[src/rtl/lbdr_pkt_router.sv]
// -----------------------------------------------------------------------------
// lbdr_pkt_router
// Logic-based distributed routing (LBDR) output-port selector for one mesh
// router input. A header flit at the head of the input FIFO is routed using
// the local routing bits (Rxy), the connectivity bits (Cx) and this router's
// own address. The selected port is then locked for the rest of the packet,
// until a consumed tail flit releases it.
//
// Ports
//   clk                   rising-edge clock
//   rst                   asynchronous, active-low reset
//   empty                 input FIFO empty (head flit valid when 0)
//   flit_id               type code of the head flit
//   dst_addr              destination {y,x} of the head flit (headers only)
//   rd                    downstream consumes the head flit this cycle
//   cfg_we                configuration write strobe (accepted only when idle)
//   cfg_rxy/cfg_cx/cfg_cur new routing bits, connectivity bits, own address
//   Nport..Lport          registered output-port select, at most one high
//   busy                  a packet route is locked
//   route_err             header with no legal output port
//   proto_err             flit type unexpected for the current state
//   cfg_err               configuration write attempted while locked
//   pkt_cnt               number of headers routed successfully (wraps)
// -----------------------------------------------------------------------------
module lbdr_pkt_router #(
   parameter int                     AXIS_W    = 2,
   parameter int                     FLIT_ID_W = 3,
   parameter logic [FLIT_ID_W-1:0]   HDR_ID    = 3'b001,
   parameter logic [FLIT_ID_W-1:0]   TAIL_ID   = 3'b100,
   parameter int                     CNT_W     = 16,
   parameter logic [7:0]             RXY_RST   = 8'h3C,
   parameter logic [3:0]             CX_RST    = 4'hF,
   parameter logic [2*AXIS_W-1:0]    CUR_RST   = 4'b0101
) (
   input  logic                   clk,
   input  logic                   rst,
   input  logic                   empty,
   input  logic [FLIT_ID_W-1:0]   flit_id,
   input  logic [2*AXIS_W-1:0]    dst_addr,
   input  logic                   rd,
   input  logic                   cfg_we,
   input  logic [7:0]             cfg_rxy,
   input  logic [3:0]             cfg_cx,
   input  logic [2*AXIS_W-1:0]    cfg_cur,
   output logic                   Nport,
   output logic                   Eport,
   output logic                   Wport,
   output logic                   Sport,
   output logic                   Lport,
   output logic                   busy,
   output logic                   route_err,
   output logic                   proto_err,
   output logic                   cfg_err,
   output logic [CNT_W-1:0]       pkt_cnt
);

   typedef enum logic {IDLE, LOCK} state_t;

   state_t                state_reg, state_next;
   logic [4:0]            port_reg, port_next;       // {L,S,W,E,N}
   logic [CNT_W-1:0]      cnt_reg, cnt_next;
   logic [7:0]            rxy_reg, rxy_next;
   logic [3:0]            cx_reg, cx_next;
   logic [2*AXIS_W-1:0]   cur_reg, cur_next;
   logic                  route_err_reg, route_err_next;
   logic                  proto_err_reg, proto_err_next;
   logic                  cfg_err_reg, cfg_err_next;

   logic [AXIS_W-1:0]     y_dst, x_dst, y_cur, x_cur;
   logic                  n1, s1, e1, w1;
   logic [4:0]            route_raw, route_sel;

   assign y_dst = dst_addr[2*AXIS_W-1:AXIS_W];
   assign x_dst = dst_addr[AXIS_W-1:0];
   assign y_cur = cur_reg[2*AXIS_W-1:AXIS_W];
   assign x_cur = cur_reg[AXIS_W-1:0];

   assign n1 = (y_dst < y_cur);
   assign s1 = (y_cur < y_dst);
   assign e1 = (x_cur < x_dst);
   assign w1 = (x_dst < x_cur);

   // LBDR equations; a diagonal destination needs the matching turn bit.
   assign route_raw[0] = ((n1 & ~e1 & ~w1) | (n1 & e1 & rxy_reg[0]) | (n1 & w1 & rxy_reg[1])) & cx_reg[0];
   assign route_raw[1] = ((e1 & ~n1 & ~s1) | (e1 & n1 & rxy_reg[2]) | (e1 & s1 & rxy_reg[3])) & cx_reg[1];
   assign route_raw[2] = ((w1 & ~n1 & ~s1) | (w1 & n1 & rxy_reg[4]) | (w1 & s1 & rxy_reg[5])) & cx_reg[2];
   assign route_raw[3] = ((s1 & ~e1 & ~w1) | (s1 & e1 & rxy_reg[6]) | (s1 & w1 & rxy_reg[7])) & cx_reg[3];
   assign route_raw[4] = ~n1 & ~e1 & ~w1 & ~s1;

   // Permissive Rxy settings can enable two ports for a diagonal target;
   // keep only the lowest set bit (priority N, E, W, S, L) so the select
   // outputs stay one-hot.
   assign route_sel = route_raw & (~route_raw + 5'd1);

   always_comb begin
      state_next     = state_reg;
      port_next      = port_reg;
      cnt_next       = cnt_reg;
      rxy_next       = rxy_reg;
      cx_next        = cx_reg;
      cur_next       = cur_reg;
      route_err_next = 1'b0;
      proto_err_next = 1'b0;
      cfg_err_next   = 1'b0;
      case (state_reg)
         IDLE: begin
            if (!empty) begin
               if (flit_id == HDR_ID) begin
                  if (|route_sel) begin
                     port_next  = route_sel;
                     state_next = LOCK;
                     cnt_next   = cnt_reg + CNT_W'(1);
                  end else begin
                     route_err_next = 1'b1;
                  end
               end else begin
                  proto_err_next = 1'b1;
               end
            end
            // Route above already used the old configuration values.
            if (cfg_we) begin
               rxy_next = cfg_rxy;
               cx_next  = cfg_cx;
               cur_next = cfg_cur;
            end
         end
         LOCK: begin
            if (!empty) begin
               if ((flit_id == TAIL_ID) && rd) begin
                  port_next  = 5'b0;
                  state_next = IDLE;
               end else if (flit_id == HDR_ID) begin
                  proto_err_next = 1'b1;
               end
            end
            if (cfg_we) begin
               cfg_err_next = 1'b1;
            end
         end
         default: begin
            state_next = IDLE;
            port_next  = 5'b0;
         end
      endcase
   end

   always_ff @(posedge clk or negedge rst) begin
      if (!rst) begin
         state_reg     <= IDLE;
         port_reg      <= 5'b0;
         cnt_reg       <= '0;
         rxy_reg       <= RXY_RST;
         cx_reg        <= CX_RST;
         cur_reg       <= CUR_RST;
         route_err_reg <= 1'b0;
         proto_err_reg <= 1'b0;
         cfg_err_reg   <= 1'b0;
      end else begin
         state_reg     <= state_next;
         port_reg      <= port_next;
         cnt_reg       <= cnt_next;
         rxy_reg       <= rxy_next;
         cx_reg        <= cx_next;
         cur_reg       <= cur_next;
         route_err_reg <= route_err_next;
         proto_err_reg <= proto_err_next;
         cfg_err_reg   <= cfg_err_next;
      end
   end

   assign Nport     = port_reg[0];
   assign Eport     = port_reg[1];
   assign Wport     = port_reg[2];
   assign Sport     = port_reg[3];
   assign Lport     = port_reg[4];
   assign busy      = (state_reg == LOCK);
   assign route_err = route_err_reg;
   assign proto_err = proto_err_reg;
   assign cfg_err   = cfg_err_reg;
   assign pkt_cnt   = cnt_reg;

endmodule

[config.mk]
export PLATFORM = sky130hd
export DESIGN_NAME = lbdr_pkt_router
export DESIGN_NICKNAME = d
export VERILOG_FILES = /design/src/rtl/lbdr_pkt_router.sv
export SDC_FILE = /design/constraint.sdc
export NUM_CORES = 1
export LEC_CHECK = 0
export ABC_AREA = 1
export BUFFER_PORTS_ARGS = -buffer_cell sky130_fd_sc_hd__clkbuf_2
export CAP_MARGIN = 20
export CORE_ASPECT_RATIO = 0.9
export CORE_MARGIN = 2
export CORE_UTILIZATION = 53
export DETAILED_ROUTE_END_ITERATION = 6
export PLACE_DENSITY = 0.79
export SLEW_MARGIN = 20
export SYNTH_ARGS = -nofsm -noshare
export SYNTH_HDL_FRONTEND = slang
export SYNTH_SLANG_ARGS = --single-unit
[constraint.sdc]
create_clock -name clk -period 2.4 [get_ports clk]
set_clock_uncertainty 0.2 [all_clocks]
set_input_delay 0.24 -clock clk [delete_from_list [all_inputs] [get_ports clk]]
set_output_delay 0.24 -clock clk [all_outputs]
set_load 0.01 [all_outputs]
Yosys cells after proc, flatten, opt, wreduce, memory -nomap -nowiden
Index checks and enable logic that the tools add are counted.
W data, S select, Z words.
{"block": "word_totals", "regBits": 41, "latchBits": 0, "ramBits": 0, "romBits": 0, "input_bits": 28, "output_inout_bits": 25, "elab_cells": 94, "n_memories": 0}
{"block": "op_classes", "n_addsub": 2, "multipliers": 0, "n_div": 0, "magnitude_cmp": 4, "n_eq_ne": 7, "shifts": 0, "mux": 24, "bitwise_logic": 43, "reduce_logical": 5}
{"op": "$and A1 B1 Y1", "n": 27}
{"op": "$mux W5", "n": 5}
{"op": "$add A16 B1 Y16 const B", "n": 1}
{"op": "$mux W1", "n": 16}
{"op": "$pmux W5 S2", "n": 1}
{"op": "$lt A2 B2 Y1", "n": 4}
{"op": "$ne A2 B2 Y1 const B", "n": 4}
{"op": "$or A1 B1 Y1", "n": 8}
{"op": "$not A1 Y1", "n": 6}
{"op": "$add A5 B1 Y5 const B", "n": 1}
{"op": "$and A5 B5 Y5", "n": 1}
{"op": "$not A5 Y5", "n": 1}
{"op": "$reduce_and A5 Y1", "n": 1}
{"op": "$reduce_or A5 Y1", "n": 1}
{"op": "$pmux W1 S2", "n": 2}
{"op": "$reduce_and A4 Y1", "n": 1}
{"op": "$eq A3 B1 Y1 const B", "n": 1}
{"op": "$eq A3 B3 Y1 const B", "n": 1}
{"op": "$ne A2 B1 Y1 const B", "n": 1}
{"op": "$reduce_and A2 Y1", "n": 1}
{"op": "$logic_and A1 B1 Y1", "n": 1}

Depth between registers and ports, before layout
{"block": "depth", "depth_word": 15, "mapped_depth": 15, "ltp_nobuf": 14}

Least setup slack after synthesis
No wires, ideal clock.
{"block": "synth_timing", "path_type": "register to register", "start": "register cur_reg[2]", "end": "register cnt_reg[3] (netlist: pkt_cnt[3])", "arrival_ns": 1.645, "setup_slack_ns": 0.438, "stages_incl_launch_ff": 14, "period_less_slack_ns": 1.962, "cell_sequence": "dfstp_2 inv_1 ha_1 nand2_1 nand2_1 nand2_1 nand2_1 nand2_1 nand2_2 nor2_4 nand2_4 buf_4 nand3_1 nand2_1"}
{"block": "synth_via", "elab_chain_cells": 12, "word_cells_on_any_way": 44, "classes_between": "add/sub: 1; order compare: 2; bitwise: 39; reduce/logical: 2"}
{"item": "start, declared", "line": "64", "source": "logic [2*AXIS_W-1:0] cur_reg, cur_next;"}
{"item": "start signal, assigned", "line": "164", "source": "cur_reg <= cur_next;"}
{"item": "$lt A2 B2 Y1", "line": "78", "source": "assign n1 = (y_dst < y_cur);"}
{"item": "$not A1 Y1", "line": "85, 86, 88"}
{"item": "$and A1 B1 Y1 (on tied branches) (2 in a row)", "line": "85, 86"}
{"item": "$or A1 B1 Y1 (on tied branches) (2 in a row)", "line": "85, 86"}
{"item": "$and A1 B1 Y1 (on tied branches)", "line": "85, 86"}
{"item": "$not A5 Y5", "line": "93", "source": "assign route_sel = route_raw & (~route_raw + 5'd1);"}
{"item": "$add A5 B1 Y5", "line": "93"}
{"item": "$and A5 B5 Y5 (*)", "line": "93"}
{"item": "$reduce_or A5 Y1 (*)", "line": "109", "source": "if (|route_sel) begin"}
{"item": "$reduce_and A4 Y1 (no source line) (*)"}
{"item": "end signal, assigned", "line": "161", "source": "cnt_reg <= cnt_next;"}
{"item": "end, declared", "line": "61", "source": "logic [CNT_W-1:0] cnt_reg, cnt_next;"}
Mark *: on every way between the ends. The rest lies on a longest branch, timed or not.
A chain may end at the register's enable or synchronous reset.

Final worst setup path
{"block": "layout_timing", "start": "register cur_reg[2]", "end": "register cnt_reg[15] (netlist: pkt_cnt[15])"}
The elaborated chain is that of the path after synthesis.

==> impl_results.md <==
- Final RePlAce weighted congestion: 0.9120
- Initial antenna violation count: 0
- Critical path arrival: around 2.2 ns
- Worst reg2reg path startpoint: cur_reg[2]
- Total Routing Usage GR: 0.2283
- Post-CTS setup buffers: 0
- Syn_nets: between 300 and 400
- Critical path launch point: cur_reg[2]
- Power share of the clock group: 0.208
- CTS buffer count: 5
- Worst slew pin tran: ~0.46 ns
- Max-cap check violation count: 0
- Synth Area per Inst: about 8.4 µm²
- FF-to-FF End: pkt_cnt[15]
- CP Capture Type: register
- Top post-synthesis cells by count: nand2_1, dfrtp_1, inv_1, nand3_1, nor2_1
- Drt drc: 0
- Synth top area cells: dfrtp_1, dfstp_2, nand2_1
- Netlist Area Pre-Place: between 2000 and 2500 µm²
- Leading area contributor after synthesis: dfrtp_1
- TritonCTS clock tree: done
- Crit-path cells: inv_1, ha_1, nand2_1, nand2_1, nand2_1, nand2_1, nand2_1, nand2_2, nor2_4, nand2_4, nand2_8, nand2_1, o21ai_2
- Cell mode on critical path: nand2_1
- Fraction of layout cells with a size suffix above 1: 0.2945
- Combinational fraction of design power: 0.409
- Clk_lat worst skew: approximately 0.3 ns
- Status: finished, final reports clean
- Net Sw Frac: 0.3875
- Final HPWL DP: between 3000 and 4000 µm
- Fin cells: 391
- Max FFs per register: 16
- Critical Setup Path Class: register to register
- Static Leak: around 1.5 nW
- Vias in the first global route: ~1900
- Clock-pin slew on the worst setup and hold paths: ~0.08 ns
- Worst setup path endpoint: pkt_cnt[15]
- 1st-iter DRT viols: about 110
- Cell area after layout: about 2900 µm²
- Core area: between 4000 and 5000 µm²
- Global route total overflow: 0
- Vias: between 1500 and 2000
- Worst slew margin: 0.6939
- Most numerous cell in the Yosys netlist: nand2_1
- Pin count of the biggest net entering global routing: 42
- DR pass1 iterations: 5
- Hold Path Class: primary input to register
- Chip Width: about 73 µm
- Critical path peak fanout: 21
- R2R setup slack: about 0.23 ns
- DP Cell Count: approximately 370
- Register share of total power: 0.383
- Layout net count: between 300 and 400
- CP max-delay cell: dfstp_2
- Switch Pwr: 0.001066 W
- Final Max Slew Viols: 0
- Cell Area, Placed: 2560 µm²
- Power Internal: between 0.0015 and 0.002 W
- FFs w/ async S/R, synth: 1.000
- Routed WL per cell: between 10 and 15 µm
- Critical Path Start Type: register
- Initial core utilization: 0.5525
- # diodes: 0
- Crit share post-route: 0.9057
- Post-synth top flop: dfrtp_1
- Port bufs: 52
- Fmax: between 400 and 500 MHz
- Post-Synthesis Cells: 270
- Post-DRT Antenna Nets: 0
- Setup tns final: 0 ns
- Row cnt: 22
- Share of the synthesized area in the top cell type: 0.3424
- Root buffer cell: clkbuf_8
- Critical Path RT: 2.43 ns
- Final Hold Vio Count: 0
- # IOs: 53
- Vert. Die Dim: approximately 66 µm
- VDD IR max: 630.1 µV
- Unique masters post-synth: 27
- PwrDens: around 960 nW/µm²
- RSZ-0062 raised after global routing: false
- Synth warn: 0
- Clk buf depth: 2
- Core Util, Final: 0.6962
- H-tree depth: 2
- First-pass GRT wire length: ~8400 µm
- Via/cell ratio: 5.051
- Final Critical Period: between 2 and 2.5 ns
- Worst path max stage delay: around 0.52 ns
- Die area: 4815 µm²
- Drt total wl: approximately 4900 µm
- Post-synth EDFFs: 0
- Clock sink total: just over 40
- Synthesis-stage register bit count: 41
- Setup-failing EPs final: 0
- Post-synthesis sequential area ratio: 0.4583
- Area Overhead vs Synth: 26.01%
- R2R depth: 13
## worst max-delay path, delay by kind of cell, from the launching register on
family / cells / cell delay, ns
fa+ha+maj: 1 / 0.26
simple gates: 10 / 1.01
compound gates: 1 / 0.06
flops: 1 / 0.52
buf+inv: 1 / 0.05
## cells in the final DEF (no fill, tap or decap), types with 10 or more instances in the layout
cell type | synthesis | final
a21oi_1 | 12 | 12
clkbuf_2 | 0 | 52
dfrtp_1 | 31 | 31
dfstp_2 | 10 | 10
dlygate4sd3_1 | 0 | 17
inv_1 | 30 | 30
nand2_1 | 67 | 67
nand2_2 | 12 | 12
nand3_1 | 30 | 30
nor2_1 | 23 | 23
## routing by layer
| layer | GRT usage | vias to the layer above | wire, µm |
|---|---|---|---|
| met3 | 0.04116 | 15 | 227 |
| met5 | 0 | - | 0 |
| met4 | 0.1088 | 0 | 131 |
| li1 | - | 1001 | - |
| met2 | 0.3648 | 61 | 2400 |
| met1 | 0.2994 | 898 | 2188 |
## worst min path at each step
| stage | startpoint | to | slack, ns | depth (start not counted) |
|---|---|---|---|---|
| 3_5_place_dp | rst | cur_reg[3] | 0.03 | 2 |
| 2_1_floorplan | rst | busy | -0.26 | 0 |
| 3_3_place_gp | rst | cur_reg[3] | 0.03 | 2 |
| 6_report | cfg_rxy[0] | rxy_reg[0] | 0.003 | 3 |
| 4_1_cts | cfg_rxy[0] | rxy_reg[0] | 0.002 | 3 |
| 5_1_grt | cfg_rxy[6] | rxy_reg[6] | 0.02 | 3 |
## repair_timing
action                                 in CTS  in global routing
hold buffers                               17                  0
gates resized for setup                     0                  1
setup endpoints to repair                   0                  1
endpoints found under the hold margin      57                  0
## power groups by stage
stage / registers (W) / clock network [W] / logic, W
final: 0.00105 / 0.000572 / 0.00113
after global routing: 0.00108 / 0.000613 / 0.00127
after CTS: 0.00105 / 0.000584 / 0.00111
after detailed placement: 0.00107 / 0 / 0.00108
after global placement: 0.00106 / 0 / 0.00105
after floorplan: 0.00106 / 0 / 0.000836
## kinds of logic after synthesis
family | after synthesis | synth area share
compound gates | 18 | 0.04969
xor+xnor | 14 | 0.05411
fa+ha+maj | 5 | 0.02761
buf+inv | 36 | 0.07344
flops | 41 | 0.4583
mux | 7 | 0.03479
simple gates | 149 | 0.3020
## through the flow
step | setup WS [ns] | total power, W | hold slack [ns]
2_1_floorplan | 0.4375 | 0.001900 | -0.2556
5_1_grt | 0.09466 | 0.002960 | 0.01629
3_5_place_dp | 0.1814 | 0.002150 | 0.03138
4_1_cts | 0.1601 | 0.002746 | 0.002489
6_report | 0.2262 | 0.002751 | 0.003268
3_3_place_gp | 0.2453 | 0.002107 | 0.02816
## cell type report
class                           instances  area (µm²)
Clock inverter                          1       30.03
Timing Repair Buffer                   71       457.9
Multi-Input combinational cell        193        1070
Tap cell                               48       60.06
Fill cell                             333        1246
Inverter                               30       112.6
Sequential cell                        41        1039
Clock buffer                            7       86.33
Power figures use the tool's default switching activity.
